## src/rtl/xgri_gen2_if.sv

```systemverilog
// CPU register port plus memory-manager drain port of the XG register interface.
// Latency: none (wires only).
// Backpressure: cpu_stall toward the CPU side; p_full/a_full pace the drain side.
interface xgri_gen2_if;
    logic [2:0]  cpu_addr;
    logic        cpu_wren;
    logic        cpu_rden;
    logic [15:0] cpu_data;
    logic [15:0] cpu_q;
    logic        cpu_stall;
    logic        p_full;
    logic        a_full;
    logic        p_pop;
    logic        a_pop;
    logic [15:0] p_data;
    logic [15:0] a_data;
    logic [11:0] par;
    logic [14:0] aar;

    modport master (
        output cpu_addr, cpu_wren, cpu_rden, cpu_data, p_pop, a_pop,
        input  cpu_q, cpu_stall, p_full, a_full, p_data, a_data, par, aar
    );

    modport slave (
        input  cpu_addr, cpu_wren, cpu_rden, cpu_data, p_pop, a_pop,
        output cpu_q, cpu_stall, p_full, a_full, p_data, a_data, par, aar
    );
endinterface

```

## src/rtl/xgri_gen2.sv

```systemverilog
// Stages CPU pattern/attribute words into tile buffers and hands full buffers to the memory manager.
// Latency: full flag one cycle after the filling push; cpu_q one cycle after cpu_rden.
// Backpressure: data-port writes stall while the target buffer drains; PAR/AAR writes never stall.
module xgri_gen2 #(
    parameter int P_DEPTH  = 16,
    parameter int A_DEPTH  = 4,
    parameter bit AUTO_INC = 1'b1
) (
    input  logic        clk_sys,
    input  logic        rst_n,
    xgri_gen2_if.slave  bus
);

    localparam int PPW = $clog2(P_DEPTH);
    localparam int APW = $clog2(A_DEPTH);
    localparam int PCW = $clog2(P_DEPTH + 1);
    localparam int ACW = $clog2(A_DEPTH + 1);

    localparam logic [PCW-1:0] P_LAST = PCW'(P_DEPTH - 1);
    localparam logic [ACW-1:0] A_LAST = ACW'(A_DEPTH - 1);
    localparam logic [PCW-1:0] P_ONE  = PCW'(1);
    localparam logic [ACW-1:0] A_ONE  = ACW'(1);

    localparam logic [2:0] ADDR_PAR    = 3'd0;
    localparam logic [2:0] ADDR_AAR    = 3'd1;
    localparam logic [2:0] ADDR_PDATA  = 3'd2;
    localparam logic [2:0] ADDR_ADATA  = 3'd3;
    localparam logic [2:0] ADDR_STATUS = 3'd4;

    typedef enum logic {FILL = 1'b0, DRAIN = 1'b1} buf_state_t;

    buf_state_t p_state, p_state_nxt;
    buf_state_t a_state, a_state_nxt;

    logic [15:0]    p_mem [P_DEPTH];
    logic [15:0]    a_mem [A_DEPTH];
    logic [PPW-1:0] p_wr_ptr, p_rd_ptr;
    logic [APW-1:0] a_wr_ptr, a_rd_ptr;
    logic [PCW-1:0] p_count;
    logic [ACW-1:0] a_count;

    logic [11:0] par_reg, par_lat;
    logic [14:0] aar_reg, aar_lat;

    logic p_wr, a_wr, p_push, a_push;
    logic p_pop_ok, a_pop_ok;
    logic p_fill_done, a_fill_done, p_drain_done, a_drain_done;

    always_comb begin
        p_wr         = bus.cpu_wren && (bus.cpu_addr == ADDR_PDATA);
        a_wr         = bus.cpu_wren && (bus.cpu_addr == ADDR_ADATA);
        p_push       = p_wr && (p_state == FILL);
        a_push       = a_wr && (a_state == FILL);
        p_fill_done  = p_push && (p_count == P_LAST);
        a_fill_done  = a_push && (a_count == A_LAST);
        // Pops are only honoured while draining; stray pops during fill are dropped.
        p_pop_ok     = bus.p_pop && (p_state == DRAIN);
        a_pop_ok     = bus.a_pop && (a_state == DRAIN);
        p_drain_done = p_pop_ok && (p_count == P_ONE);
        a_drain_done = a_pop_ok && (a_count == A_ONE);
    end

    always_ff @(posedge clk_sys or negedge rst_n) begin
        if (!rst_n) begin
            p_state <= FILL;
            a_state <= FILL;
        end else begin
            p_state <= p_state_nxt;
            a_state <= a_state_nxt;
        end
    end

    always_comb begin
        p_state_nxt = p_state;
        a_state_nxt = a_state;
        case (p_state)
            FILL:    if (p_fill_done)  p_state_nxt = DRAIN;
            DRAIN:   if (p_drain_done) p_state_nxt = FILL;
            default: p_state_nxt = FILL;
        endcase
        case (a_state)
            FILL:    if (a_fill_done)  a_state_nxt = DRAIN;
            DRAIN:   if (a_drain_done) a_state_nxt = FILL;
            default: a_state_nxt = FILL;
        endcase
    end

    always_comb begin
        bus.p_full    = (p_state == DRAIN);
        bus.a_full    = (a_state == DRAIN);
        bus.cpu_stall = (p_wr && (p_state == DRAIN)) || (a_wr && (a_state == DRAIN));
        bus.p_data    = p_mem[p_rd_ptr];
        bus.a_data    = a_mem[a_rd_ptr];
        bus.par       = par_lat;
        bus.aar       = aar_lat;
    end

    // Buffer storage needs no reset: counts and pointers define what is valid.
    always_ff @(posedge clk_sys) begin
        if (p_push) p_mem[p_wr_ptr] <= bus.cpu_data;
        if (a_push) a_mem[a_wr_ptr] <= bus.cpu_data;
    end

    always_ff @(posedge clk_sys or negedge rst_n) begin
        if (!rst_n) begin
            p_wr_ptr <= '0;
            p_rd_ptr <= '0;
            p_count  <= '0;
            a_wr_ptr <= '0;
            a_rd_ptr <= '0;
            a_count  <= '0;
        end else begin
            if (p_push) begin
                p_wr_ptr <= p_wr_ptr + 1'b1;
                p_count  <= p_count + 1'b1;
            end else if (p_pop_ok) begin
                p_rd_ptr <= p_rd_ptr + 1'b1;
                p_count  <= p_count - 1'b1;
            end
            if (a_push) begin
                a_wr_ptr <= a_wr_ptr + 1'b1;
                a_count  <= a_count + 1'b1;
            end else if (a_pop_ok) begin
                a_rd_ptr <= a_rd_ptr + 1'b1;
                a_count  <= a_count - 1'b1;
            end
        end
    end

    always_ff @(posedge clk_sys or negedge rst_n) begin
        if (!rst_n) begin
            par_reg <= '0;
            aar_reg <= '0;
            par_lat <= '0;
            aar_lat <= '0;
        end else begin
            if (bus.cpu_wren && (bus.cpu_addr == ADDR_PAR))
                par_reg <= bus.cpu_data[11:0];
            else if (AUTO_INC && p_fill_done)
                par_reg <= par_reg + 12'd1;
            // AAR stays burst aligned; the +4 step wraps naturally at 15 bits.
            if (bus.cpu_wren && (bus.cpu_addr == ADDR_AAR))
                aar_reg <= {bus.cpu_data[14:2], 2'b00};
            else if (AUTO_INC && a_fill_done)
                aar_reg <= aar_reg + 15'd4;
            if (p_fill_done) par_lat <= par_reg;
            if (a_fill_done) aar_lat <= aar_reg;
        end
    end

    always_ff @(posedge clk_sys or negedge rst_n) begin
        if (!rst_n) begin
            bus.cpu_q <= '0;
        end else if (bus.cpu_rden) begin
            case (bus.cpu_addr)
                ADDR_PAR:    bus.cpu_q <= {4'h0, par_reg};
                ADDR_AAR:    bus.cpu_q <= {1'b0, aar_reg};
                ADDR_STATUS: bus.cpu_q <= {5'h0, 3'(a_count), 5'(p_count), 1'b0,
                                           a_state == DRAIN, p_state == DRAIN};
                default:     bus.cpu_q <= '0;
            endcase
        end
    end

endmodule

```

## src/flat_wrapper.sv

```systemverilog
// flat-port wrapper written by rule: the top's interface ports become plain ports
module xgri_gen2_flat 
#(
    parameter int P_DEPTH  = 16,
    parameter int A_DEPTH  = 4,
    parameter bit AUTO_INC = 1'b1
)
  (clk_sys, rst_n, bus_cpu_addr, bus_cpu_wren, bus_cpu_rden, bus_cpu_data, bus_p_pop, bus_a_pop, bus_cpu_q, bus_cpu_stall, bus_p_full, bus_a_full, bus_p_data, bus_a_data, bus_par, bus_aar);
  xgri_gen2_if bus_i ();
  input  logic clk_sys;
  input  logic rst_n;
  input wire logic [$bits(bus_i.cpu_addr)-1:0] bus_cpu_addr;
  input wire logic [$bits(bus_i.cpu_wren)-1:0] bus_cpu_wren;
  input wire logic [$bits(bus_i.cpu_rden)-1:0] bus_cpu_rden;
  input wire logic [$bits(bus_i.cpu_data)-1:0] bus_cpu_data;
  input wire logic [$bits(bus_i.p_pop)-1:0] bus_p_pop;
  input wire logic [$bits(bus_i.a_pop)-1:0] bus_a_pop;
  output wire logic [$bits(bus_i.cpu_q)-1:0] bus_cpu_q;
  output wire logic [$bits(bus_i.cpu_stall)-1:0] bus_cpu_stall;
  output wire logic [$bits(bus_i.p_full)-1:0] bus_p_full;
  output wire logic [$bits(bus_i.a_full)-1:0] bus_a_full;
  output wire logic [$bits(bus_i.p_data)-1:0] bus_p_data;
  output wire logic [$bits(bus_i.a_data)-1:0] bus_a_data;
  output wire logic [$bits(bus_i.par)-1:0] bus_par;
  output wire logic [$bits(bus_i.aar)-1:0] bus_aar;
  assign bus_i.cpu_addr = bus_cpu_addr;
  assign bus_i.cpu_wren = bus_cpu_wren;
  assign bus_i.cpu_rden = bus_cpu_rden;
  assign bus_i.cpu_data = bus_cpu_data;
  assign bus_i.p_pop = bus_p_pop;
  assign bus_i.a_pop = bus_a_pop;
  assign bus_cpu_q = bus_i.cpu_q;
  assign bus_cpu_stall = bus_i.cpu_stall;
  assign bus_p_full = bus_i.p_full;
  assign bus_a_full = bus_i.a_full;
  assign bus_p_data = bus_i.p_data;
  assign bus_a_data = bus_i.a_data;
  assign bus_par = bus_i.par;
  assign bus_aar = bus_i.aar;
  xgri_gen2 #(.P_DEPTH(P_DEPTH), .A_DEPTH(A_DEPTH), .AUTO_INC(AUTO_INC)) u_core (.clk_sys(clk_sys), .rst_n(rst_n), .bus(bus_i));
endmodule
```

## config.mk

```make
export PLATFORM = sky130hd
export DESIGN_NAME = xgri_gen2_flat
export DESIGN_NICKNAME = d
export VERILOG_FILES = /design/src/rtl/xgri_gen2_if.sv /design/src/rtl/xgri_gen2.sv /design/src/flat_wrapper.sv
export SDC_FILE = /design/constraint.sdc
export NUM_CORES = 1
export LEC_CHECK = 0
export ABC_AREA = 1
export CAP_MARGIN = 5
export CORE_AREA = 3 3 150 224
export CTS_CLUSTER_SIZE = 10
export DETAILED_ROUTE_END_ITERATION = 12
export DIE_AREA = 0 0 153 227
export PLACE_DENSITY = 0.76
export SYNTH_ARGS = -nofsm -noshare
export SYNTH_HDL_FRONTEND = slang
export SYNTH_SLANG_ARGS = --single-unit
```

## constraint.sdc

```tcl
create_clock -name clk_sys -period 2.97 [get_ports clk_sys]
set_input_delay 0.4455 -clock clk_sys [delete_from_list [all_inputs] [get_ports clk_sys]]
set_output_delay 0.4455 -clock clk_sys [all_outputs]
set_load 0.02 [all_outputs]
```

==> metrics <==
status finished with violations; Crit path arrival time 2.53 ns; Min-Delay Path Class in -> async; # H-tree levels 2; VDD IR max 0.346 mV; fmax 336 MHz; CP startpoint kind register; Final HPWL DP 27800 um; Min Hold Slack 0.479 ns; Final Util 0.639; register area share after synthesis 0.677; Horiz. Die Dim 153 um; DRC errors left 0; number of I/O port buffers 99; fin crit period 2.97 ns; post-DR vias/cell 5.78; period utilization 1.00; post-synth top area cell edfxtp_1; ANT cells 0; Warnings, synthesis 0; DR vias 12.5k; synth unique cells 38; FF+latch count, synth 407; Mean Syn Cell Area 10.9 sq um; vias in the first global route 12.3k; Slew Viols, Final 0; DRT antenna net count 0; Largest regs u_core.p_mem x256, u_core.a_mem x64, u_core.bus.cpu_q x15; cell count after synthesis 1592; largest net degree at the start of global routing 54; prevailing post-synth register cell edfxtp_1; first-pass GRT wire length 68000 um; Final Hold Viols 0; router iterations before antenna repair 6; top-count cell post-synth nand2_1; design area 20400 sq um; global route overflow 0; cell area power density 695 nW/um^2; die height 227 um; root buffer cell clkbuf_16; Cell Area, Synth 17400 sq um; Post-CTS Setup Inserts 0; # rows 80; Num CTS Buffers 46; Routed WL per cell 20.4 um; area grow syn2layout 17.2%; total power 14.2 mW; relative slew slack 0.301; failing checks setup timing; GP Congestion 0.900; Clk Latency, worst-skew pair 0.54 ns; Max FO, Critical Path 20; final non-filler cell total 2164; EDFF count, synth 320; placed insts 2090; final setup TNS -0.00334 ns; Setup Crit Path Kind reg -> out; core area 31900 sq um; Most flops, register u_core.p_mem; number of max-cap violations 0; Clock Sinks 407; dpl cell area 19000 sq um; Post-synth ARST share 0.214; CTS tree built; max reg flops 256; RSZ-0062 raised after global routing true; GRT Resource Usage Total 0.252; share of layout cells above drive strength 1 0.0935; P_leak 7.86 nW; worst slew pin tran 1.05 ns; post-place setup slack 0.326 ns; CP endpoint kind primary output; critical path required time 2.52 ns; Die ar. 34700 sq um; final setup fails 1; final worst slack -0.00334 ns; worst-case clock buffer depth 3; initial antenna violation count 0; Detailed Route Iter0 Violations 1371; I/O pin cnt 103; top cell type's share of synthesized area 0.552; Clk pin slew, worst setup/hold paths 0.06 ns; top cells by count, synth nand2_1 (392), edfxtp_1 (320), nand3_1 (166); Area contributors post-synth edfxtp_1 (55%), dfrtp_1 (12%), nand2_1 (8.4%); final WL 44100 um; Clock Skews 0.0165 ns; Layout Nets 1775; Initial Utilization 0.546
-- layout by cell type (no fill, tap or decap), drive strengths merged --
cell and instances:
nand2 400, edfxtp 320, nand3 170, nor2 146, o21ai 130, inv 115, dfrtp 87, clkdlybuf4s50 84
clkbuf 70, buf 63, a21oi 53, o211ai 22, o22ai 20, ha 19, xor2 13, dlygate4sd2 11
nand4 10, o31ai 3, conb 3, dlymetal6s2s 3, or2 2, a21boi 2, clkinv 2, xnor2 1
a31oi 1, nor3 1, a22o 1, bufbuf 1, dlygate4sd3 1
-- cell families after synthesis --
| family | count (synthesis) | share of synthesized area |
|---|---|---|
| simple gates | 729 | 0.177 |
| flops | 407 | 0.677 |
| compound gates | 232 | 0.0759 |
| buf+inv | 190 | 0.0496 |
| fa+ha+maj | 19 | 0.0136 |
| xor+xnor | 14 | 0.00704 |
| other cells | 1 | 0.000215 |
-- routing by layer --
layer | vias to the layer above | GRT usage | wire, um
met4 | 0 | 0.125 | 2210
li1 | 5714 | - | -
met3 | 150 | 0.0363 | 3060
met2 | 605 | 0.454 | 23100
met5 | - | 0 | 0
met1 | 6034 | 0.297 | 15700
-- worst max-delay path, cell delays in order (launching register included) --
cell and delay (ns):
dfrtp_4 0.52, inv_4 0.14, buf_16 0.20, nand2_1 0.07, nand3_1 0.12, nand2_1 0.07, inv_1 0.06, nand3_1 0.10
nand2_1 0.11, clkdlybuf4s50_1 0.60
-- power breakdown --
part / leakage (nW) / switching [mW] / total, mW / internal, mW
Sequential: 4.01 / 0.309 / 6.79 / 6.49
Clock: 0.617 / 2.05 / 4.96 / 2.91
Combinational: 3.24 / 1.55 / 2.43 / 0.881
Total: 7.86 / 3.91 / 14.2 / 10.3
-- path summary, 6_finish.rpt --
path,endpoint,slack [ns],from,cells past startpoint
worst max-delay path,bus_p_data[14],-0.003,u_core.p_rd_ptr[0],9
worst min register to register,u_core.bus.aar[12],0.48,u_core.bus.aar[12],2
min in group clk_sys,u_core.bus.aar[12],0.48,u_core.bus.aar[12],2
worst max register to register,u_core.p_mem[7][6],0.91,u_core.bus.p_full,6
max in group asynchronous,u_core.a_wr_ptr[0],1.81,rst_n,3
worst min-delay path,u_core.bus.aar[12],0.48,rst_n,2
-- cell type report --
| type | instances | area, sq um |
|---|---|---|
| Clock inverter | 1 | 8.76 |
| Multi-Input combinational cell | 997 | 4800 |
| Clock buffer | 70 | 1270 |
| Tap cell | 410 | 513 |
| Sequential cell | 407 | 11800 |
| Inverter | 116 | 444 |
| Timing Repair Buffer | 163 | 1590 |
| Fill cell | 2400 | 11500 |
-- what timing repair did --
action / in CTS / in global routing
gates cloned: 2 / 0
gates resized for setup: 20 / 3
hold endpoints to repair: 47 / 0
endpoints found under the setup margin: 18 / 6
hold buffers: 1 / 0
Power figures use the tool's default switching activity.
